==> src/rtl/approx_eval_pkg.sv <==
// approx_eval_pkg: shared sweep state encoding, sizing constants and abs-difference helper
package approx_eval_pkg;
  typedef enum logic [1:0] {IDLE, SWEEP, DRAIN, DONE} state_t;
  localparam int N_IN_DEF = 4;
  localparam int NUM_VEC = 2 ** N_IN_DEF;
  localparam int CNT_W = N_IN_DEF + 1;
  function automatic int unsigned abs_diff_f(input int unsigned a, input int unsigned b);
    return a > b ? a - b : b - a;
  endfunction
endpackage

==> src/rtl/err_abs_unit.sv <==
// err_abs_unit: combinational |a-b| on unsigned operands via a one-bit-wider signed difference
module err_abs_unit #(
  parameter int W = 2
) (
  input  logic [W-1:0] a,
  input  logic [W-1:0] b,
  output logic [W-1:0] y
);
  logic signed [W:0] d;
  // the difference of two W-bit unsigned values always fits W+1 signed bits, and its magnitude fits W bits
  always_comb begin
    d = $signed({1'b0, a}) - $signed({1'b0, b});
    y = d[W] ? W'(-d) : d[W-1:0];
  end
endmodule

==> src/rtl/approx_error_sweeper.sv <==
// approx_error_sweeper: exhaustive exact-vs-approximate error sweep; ERR_SUM_EN adds an err_sum output
module approx_error_sweeper
  import approx_eval_pkg::*;
#(
  parameter int N_IN = 4,
  parameter int N_OUT = 2,
  parameter int unsigned ET = 2
) (
  input  logic              clk,
  input  logic              rst_n,
  input  logic              start,
  output logic [N_IN-1:0]   in_vec,
  input  logic [N_OUT-1:0]  exact_val,
  input  logic [N_OUT-1:0]  approx_val,
  output logic              busy,
  output logic              done,
  output logic [N_OUT-1:0]  max_err,
  output logic [N_IN-1:0]   worst_vec,
  output logic [N_IN:0]     viol_count,
  output logic              violation
`ifdef ERR_SUM_EN
  , output logic [N_OUT+N_IN-1:0] err_sum
`endif
);
  localparam int NUM_V = 2 ** N_IN;
  state_t state;
  logic [N_IN-1:0] s1_vec;
  logic [N_OUT-1:0] s1_exact, s1_approx, err;
  logic s1_valid, go, last;
  err_abs_unit #(.W(N_OUT)) u_abs (.a(s1_exact), .b(s1_approx), .y(err));
  assign go = state == IDLE && start;
  assign last = &in_vec;
  assign busy = state == SWEEP || state == DRAIN;
  assign done = state == DONE;
  assign violation = viol_count != '0;
  // sweep sequencing, S1 capture of the circuit outputs and S2 statistics update
  always_ff @(posedge clk or negedge rst_n) begin
    if (!rst_n) begin
      state <= IDLE;
      in_vec <= '0;
      s1_valid <= 1'b0;
      s1_vec <= '0;
      s1_exact <= '0;
      s1_approx <= '0;
      max_err <= '0;
      worst_vec <= '0;
      viol_count <= '0;
    end else begin
      state <= go ? SWEEP : state == SWEEP ? (last ? DRAIN : SWEEP) : state == DRAIN ? DONE : IDLE;
      in_vec <= go ? '0 : (state == SWEEP && !last) ? in_vec + 1'b1 : in_vec;
      s1_valid <= state == SWEEP;
      s1_vec <= in_vec;
      s1_exact <= exact_val;
      s1_approx <= approx_val;
      if (go) begin
        max_err <= '0;
        worst_vec <= '0;
        viol_count <= '0;
      end else if (s1_valid) begin
        if (err > max_err) begin
          max_err <= err;
          worst_vec <= s1_vec;
        end
        if (32'(err) > ET && viol_count != (N_IN+1)'(NUM_V)) viol_count <= viol_count + 1'b1;
      end
    end
  end
`ifdef ERR_SUM_EN
  // total error across the sweep; width covers NUM_V * (2^N_OUT - 1)
  always_ff @(posedge clk or negedge rst_n) begin
    if (!rst_n) err_sum <= '0;
    else if (go) err_sum <= '0;
    else if (s1_valid) err_sum <= err_sum + (N_OUT+N_IN)'(err);
  end
`endif
endmodule

==> config.mk <==
export PLATFORM = sky130hd
export DESIGN_NAME = approx_error_sweeper
export DESIGN_NICKNAME = d
export VERILOG_FILES = /design/src/rtl/approx_eval_pkg.sv /design/src/rtl/err_abs_unit.sv /design/src/rtl/approx_error_sweeper.sv
export SDC_FILE = /design/constraint.sdc
export NUM_CORES = 1
export LEC_CHECK = 0
export BUFFER_PORTS_ARGS = -buffer_cell sky130_fd_sc_hd__buf_4
export CELL_PAD_IN_SITES_DETAIL_PLACEMENT = 2
export CELL_PAD_IN_SITES_GLOBAL_PLACEMENT = 2
export CORE_UTILIZATION = 34
export DETAILED_ROUTE_END_ITERATION = 8
export PLACE_DENSITY = 0.85
export SKIP_LAST_GASP = 1
export SLEW_MARGIN = 20
export SYNTH_ARGS = -nofsm -noshare
export SYNTH_HDL_FRONTEND = slang
export SYNTH_SLANG_ARGS = --single-unit
==> constraint.sdc <==
create_clock -name clk -period 2.75 [get_ports clk]
set_input_delay 0.1375 -clock clk [delete_from_list [all_inputs] [get_ports clk]]
set_output_delay 0.1375 -clock clk [all_outputs]
set_load 0.02 [all_outputs]
## Word-level counts from Yosys, hierarchy flattened

Index checks and enable logic that the tools add are counted.

| storage, ports and cells | value |
|---|---|
| flip-flop bits (word level) | 26 |
| bits in latches | 0 |
| RAM bits | 0 |
| memory bits (read-only) | 0 |
| bits of input ports | 7 |
| output and inout port bits | 18 |
| word-level logic and storage cells | 49 |
| memories kept | 0 |

| cells by class | value |
|---|---|
| $add $sub $neg | 4 |
| multipliers | 0 |
| div/mod/pow operators | 0 |
| order comparisons | 2 |
| equal/unequal tests | 4 |
| shift-type cells | 0 |
| mux-type cells | 16 |
| bitwise operators | 0 |
| reduce and logical (&&, ||, !) cells | 14 |

Operator list:

| operator | number |
|---|---|
| $mux W4 | 5 |
| $mux W2 | 8 |
| $mux W5 | 3 |
| $reduce_bool A2 Y1 | 4 |
| $add A5 B1 Y5 const B | 1 |
| $ne A5 B5 Y1 const B | 1 |
| $reduce_bool A5 Y1 | 1 |
| $add A4 B1 Y4 const B | 1 |
| $eq A2 B2 Y1 const B | 2 |
| $reduce_and A2 Y1 | 2 |
| $reduce_and A4 Y1 | 1 |
| $logic_and A1 B1 Y1 | 3 |
| $sub A2 B2 Y3 | 1 |
| $eq A2 B1 Y1 const B | 1 |
| $gt A2 B2 Y1 | 1 |
| $gt A2 B2 Y1 const B | 1 |
| $logic_not A2 Y1 | 1 |
| $neg A2 Y2 | 1 |
| $logic_not A1 Y1 | 1 |
| $logic_or A1 B1 Y1 | 1 |

## Logic depth before layout (Yosys ltp)

| depth | value |
|---|---|
| word-level depth | 8 |
| mapped depth | 10 |
| gate-level depth less buffers | 10 |

## Cells and area by module

From an unflattened synthesis, not the netlist that was laid out.

| second synthesis, totals | value |
|---|---|
| cells, all modules | 116 |
| area total of the unflattened synthesis | 1,252.5 sq um |

Modules (own cells, without submodules):

| module | instances | cells an instance | area an instance (sq um) |
|---|---|---|---|
| approx_error_sweeper | 1 | 108 | 1,192.4 |
| err_abs_unit | 1 | 8 | 60.1 |

## Least setup slack after synthesis

No wires, ideal clock.

| timing | value |
|---|---|
| path kind | reg-to-reg |
| from | reg s1_exact[0] |
| to | reg max_err[1] |
| setup time | 0.119 ns |
| arrival time | 2.192 ns |
| required time | 2.631 ns |
| setup slack | 0.440 ns |
| stages on the path, launching flop included | 11 |
| path buffers | 0 |
| cells stage by stage | dfrtp_1 -> inv_1 -> ha_1 -> fa_1 -> nor2b_1 -> xnor2_1 -> ha_1 -> nor2b_1 -> o211ai_2 -> mux2i_1 -> nor2_1 |

| on the way | value |
|---|---|
| longest elaborated chain between the ends | 6 |
| elaborated cells between the ends (all ways) | 9 |

RTL lines:

| element | line | source |
|---|---|---|
| from (decl) | approx_error_sweeper.sv:28 | `logic [N_OUT-1:0] s1_exact, s1_approx, err;` |
| from (signal assigned) | approx_error_sweeper.sv:53 | `s1_exact <= exact_val;` |
| $sub A2 B2 Y3 (*) | err_abs_unit.sv:12 | `d = $signed({1'b0, a}) - $signed({1'b0, b});` |
| $neg A2 Y2 | err_abs_unit.sv:13 | `y = d[W] ? W'(-d) : d[W-1:0];` |
| $mux W2 (*) | err_abs_unit.sv:13 |  |
| $gt A2 B2 Y1 or $mux W2 (tied branches) | approx_error_sweeper.sv:60 | `if (err > max_err) begin` |
| $reduce_bool A2 Y1 (no line) or $mux W2 (tied branches) | - |  |
| $reduce_and A2 Y1 (no line) or $mux W2 (tied branches) | - |  |
| to (signal assigned) | approx_error_sweeper.sv:61 | `max_err <= err;` |
| to (decl) | approx_error_sweeper.sv:17 | `output logic [N_OUT-1:0] max_err,` |

Mark *: on every way between the ends. The rest lies on a longest branch, timed or not. The select of a mux whose other input is x is not followed.
A chain may end at the register's enable or synchronous reset.

## Worst setup path in the final report

Same ends and word-level chain as after synthesis.

==> results.md <==
* Synth cell types at 28
* GRT Util Overall at 18.8%
* Detailed Place HPWL at 2.13 mm
* Met2 WL post-DR at 2.11 mm
* Placed Cells at 171
* Core Area at 3390 sq um
* Worst Skew at 0.00279 ns
* Iter 0 DRT Violations at 27
* Critical Path RT at 2.96 ns
* Synth Warn # at 0
* HP Class: primary input to register
* Largest net degree at the start of global routing at 27
* Final setup fails at 1
* Dpl ws at between 0.07 and 0.08 ns
* Setup ws final at -0.0185 ns
* Final wirelength at approximately 3.9 mm
* Rel. slew slack at approximately 57%
* Die area at 3830 sq um
* Count of final max-slew check failures at 0
* CP Max Fanout at 7
* Clock root buffer: clkbuf_4
* Syn Nets at 121
* Critical path class: register to register
* Row count at 21
* Number of synthesized register bits at 26
* GR Overflow Total at 0
* WL per Instance at 21.2 microns
* # H-tree levels at 1
* Sink Count at 26
* Worst-Skew Late Latency at between 0.3 and 0.4 ns
* CP Capture Type: register
* Status: complete, but fails checks
* Final total power at ~1.7 mW
* I/O pin count at 25
* Clock Path Buffers at 2
* CTS Buf Count at 3
* Worst EP arrival at approximately 3.0 ns
* Post-route minimum period at 2.77 ns
* Layout cells sized above 1 at a little under a third
* Non-filler cells, final at between 150 and 200
* First-pass GRT wire length at ~5.0 mm
* Via Count at between 900 and 1,000
* Commonest non-fill, non-tap cell in the layout: buf_4
* First-pass DRT Iterations at 4
* PortBufs at 24
* Most frequent cells in the layout: buf_4 (28), dfrtp_1 (26), nor2_1 (12), ha_1 (9)
* Mapped cell area at 1220 sq um
* Peak VDD IR at 282 uV
* CTS tree: done
* Die height at 61.9 microns
* Nets at 157
* Cell Pwr Density at 1050 nW/um^2
* Routed length on met1 at 1.55 mm
* Worst Max-Slew Pin Slew at 0.648 ns
* Top routing layer in use: met4
* Failing checks: setup timing
* Clk pin slew, worst setup/hold paths at 0.15 ns
* Leakage power at 0.811 nW
* Routed Antenna Nets at 0
* Post-Syn Instances at 103
* Final Hold Fails at 0
* Metal3 WL at 72 microns
* Vias per cell at between 5 and 6
* Post-DP Area at 1440 sq um
* DRC at 0
* ANT cells at 0
* Vias in the first global route at 992
* Critical Path Start Type: register
* MaxCap Viol Count at 0
* Initial antenna violation count at 0
* Final GP Congestion at about 0.75
* Starting density of the core at 36.0%
* Synth-to-Final Area Change at 31.6%
* Finished Cell Area at 1600 sq um
* Max Clk Rate at 0.361 GHz
* Chip Width at approximately 62 microns
* Syn avg cell area at 11.8 sq um
* Period utilization at 101%
* Seq/Total Area, Yosys at 53.4%
-- report_power, final --
part / leakage (nW) / total [mW] / switching [mW] / internal [mW]
combinational: 0.448 / 0.798 / 0.452 / 0.346
sequential: 0.336 / 0.612 / 0.116 / 0.496
clock: 0.0279 / 0.274 / 0.127 / 0.148
total: 0.811 / 1.68 / 0.695 / 0.990
-- cell type report --
cell class / instances / area, sq um
Clock buffer: 3 / 22.5
Clock inverter: 1 / 30.0
Fill cell: 350 / 1790
Inverter: 7 / 26.3
Multi-Input combinational cell: 68 / 557
Sequential cell: 26 / 651
Tap cell: 46 / 57.6
Timing Repair Buffer: 33 / 260
-- cell families (layout without fill, tap and decap cells) --
family                   Yosys count  count (layout)  share of synthesized area [%]
AND/OR/NAND/NOR                   37              37                           17.0
flip-flops                        26              26                           53.4
adder cells (fa/ha/maj)           11              11                           11.9
buffers and inverters              9              44                           3.39
XOR/XNOR                           8               8                           5.75
AO/OA/AOI/OAI                      7               7                           4.41
multiplexers                       5               5                           4.11
-- metal layers --
metal  vias to the layer above  global-route usage (%)
li1                        417                       -
met1                       471                    20.9
met2                        29                    36.6
met3                        15                   0.828
met4                         0                    8.25
met5                         -                       0
-- critical path, stage by stage, from the launching register on --
cell      delay [ns]
dfrtp_1         0.40
inv_1           0.13
ha_2            0.25
fa_2            0.47
xnor2_2         0.17
ha_1            0.33
nor2b_2         0.18
o211ai_4        0.34
mux2i_2         0.28
nor2_1          0.08
-- cell usage after synthesis --
cell / instances / area [sq um]
a21oi_1: 3 / 15.0
fa_1: 1 / 20.0
or4b_2: 1 / 10.0
nand2b_1: 1 / 6.26
o211ai_2: 1 / 12.5
nand2_1: 7 / 26.3
and2_1: 1 / 6.26
nor4_1: 1 / 6.26
nand3_1: 6 / 30.0
nor2b_1: 2 / 12.5
nor3_1: 1 / 5.00
o31ai_1: 1 / 7.51
dfrtp_1: 26 / 651
xor2_1: 4 / 35.0
o211a_1: 1 / 10.0
xnor2_1: 4 / 35.0
a31o_1: 1 / 8.76
mux2i_1: 5 / 50.1
ha_1: 10 / 125
and3_1: 1 / 6.26
clkbuf_1: 1 / 3.75
nor2_1: 12 / 45.0
nor4bb_2: 1 / 16.3
nor4b_4: 1 / 23.8
inv_1: 7 / 26.3
nand3b_1: 1 / 7.51
buf_6: 1 / 11.3
or2_2: 1 / 6.26
-- flip-flops by register name, indices dropped and copies added (netlist names) --
| name | cells |
|---|---|
| in_vec | 4 |
| max_err | 2 |
| s1_approx | 2 |
| s1_exact | 2 |
| s1_valid | 1 |
| s1_vec | 4 |
| state | 2 |
| viol_count | 5 |
| worst_vec | 4 |
-- worst paths after layout --
check,slack (ns),endpoint,from,cells after the start
setup / recovery,-0.02,max_err[1],s1_exact[0],9
hold / removal,0.1,state[0],start,3
setup reg to reg,-0.02,max_err[1],s1_exact[0],9
hold reg to reg,0.47,s1_vec[1],in_vec[1],0
max in group asynchronous,2.27,s1_exact[1],rst_n,2
min in group asynchronous,0.23,worst_vec[3],rst_n,2
-- timing repair --
item                                    4_1_cts  5_1_grt
endpoints found under the setup margin        1        6
hold buffers                                  5        0
buffers inserted                              0        4
endpoints found under the hold margin        30        0
gates resized for setup                       1        6
pin swaps                                     0        5
-- through the flow --
stage	setup TNS, ns	hold slack (ns)	util, %
floorplan	0	-0.158	-
global placement	0	0.0629	42.5
detailed placement	0	0.0700	42.5
CTS	0	0.0913	45.8
global route	-0.461	0.116	47.3
finish	-0.0185	0.0954	47.3
No activity file was read; power rests on OpenSTA's default activity.
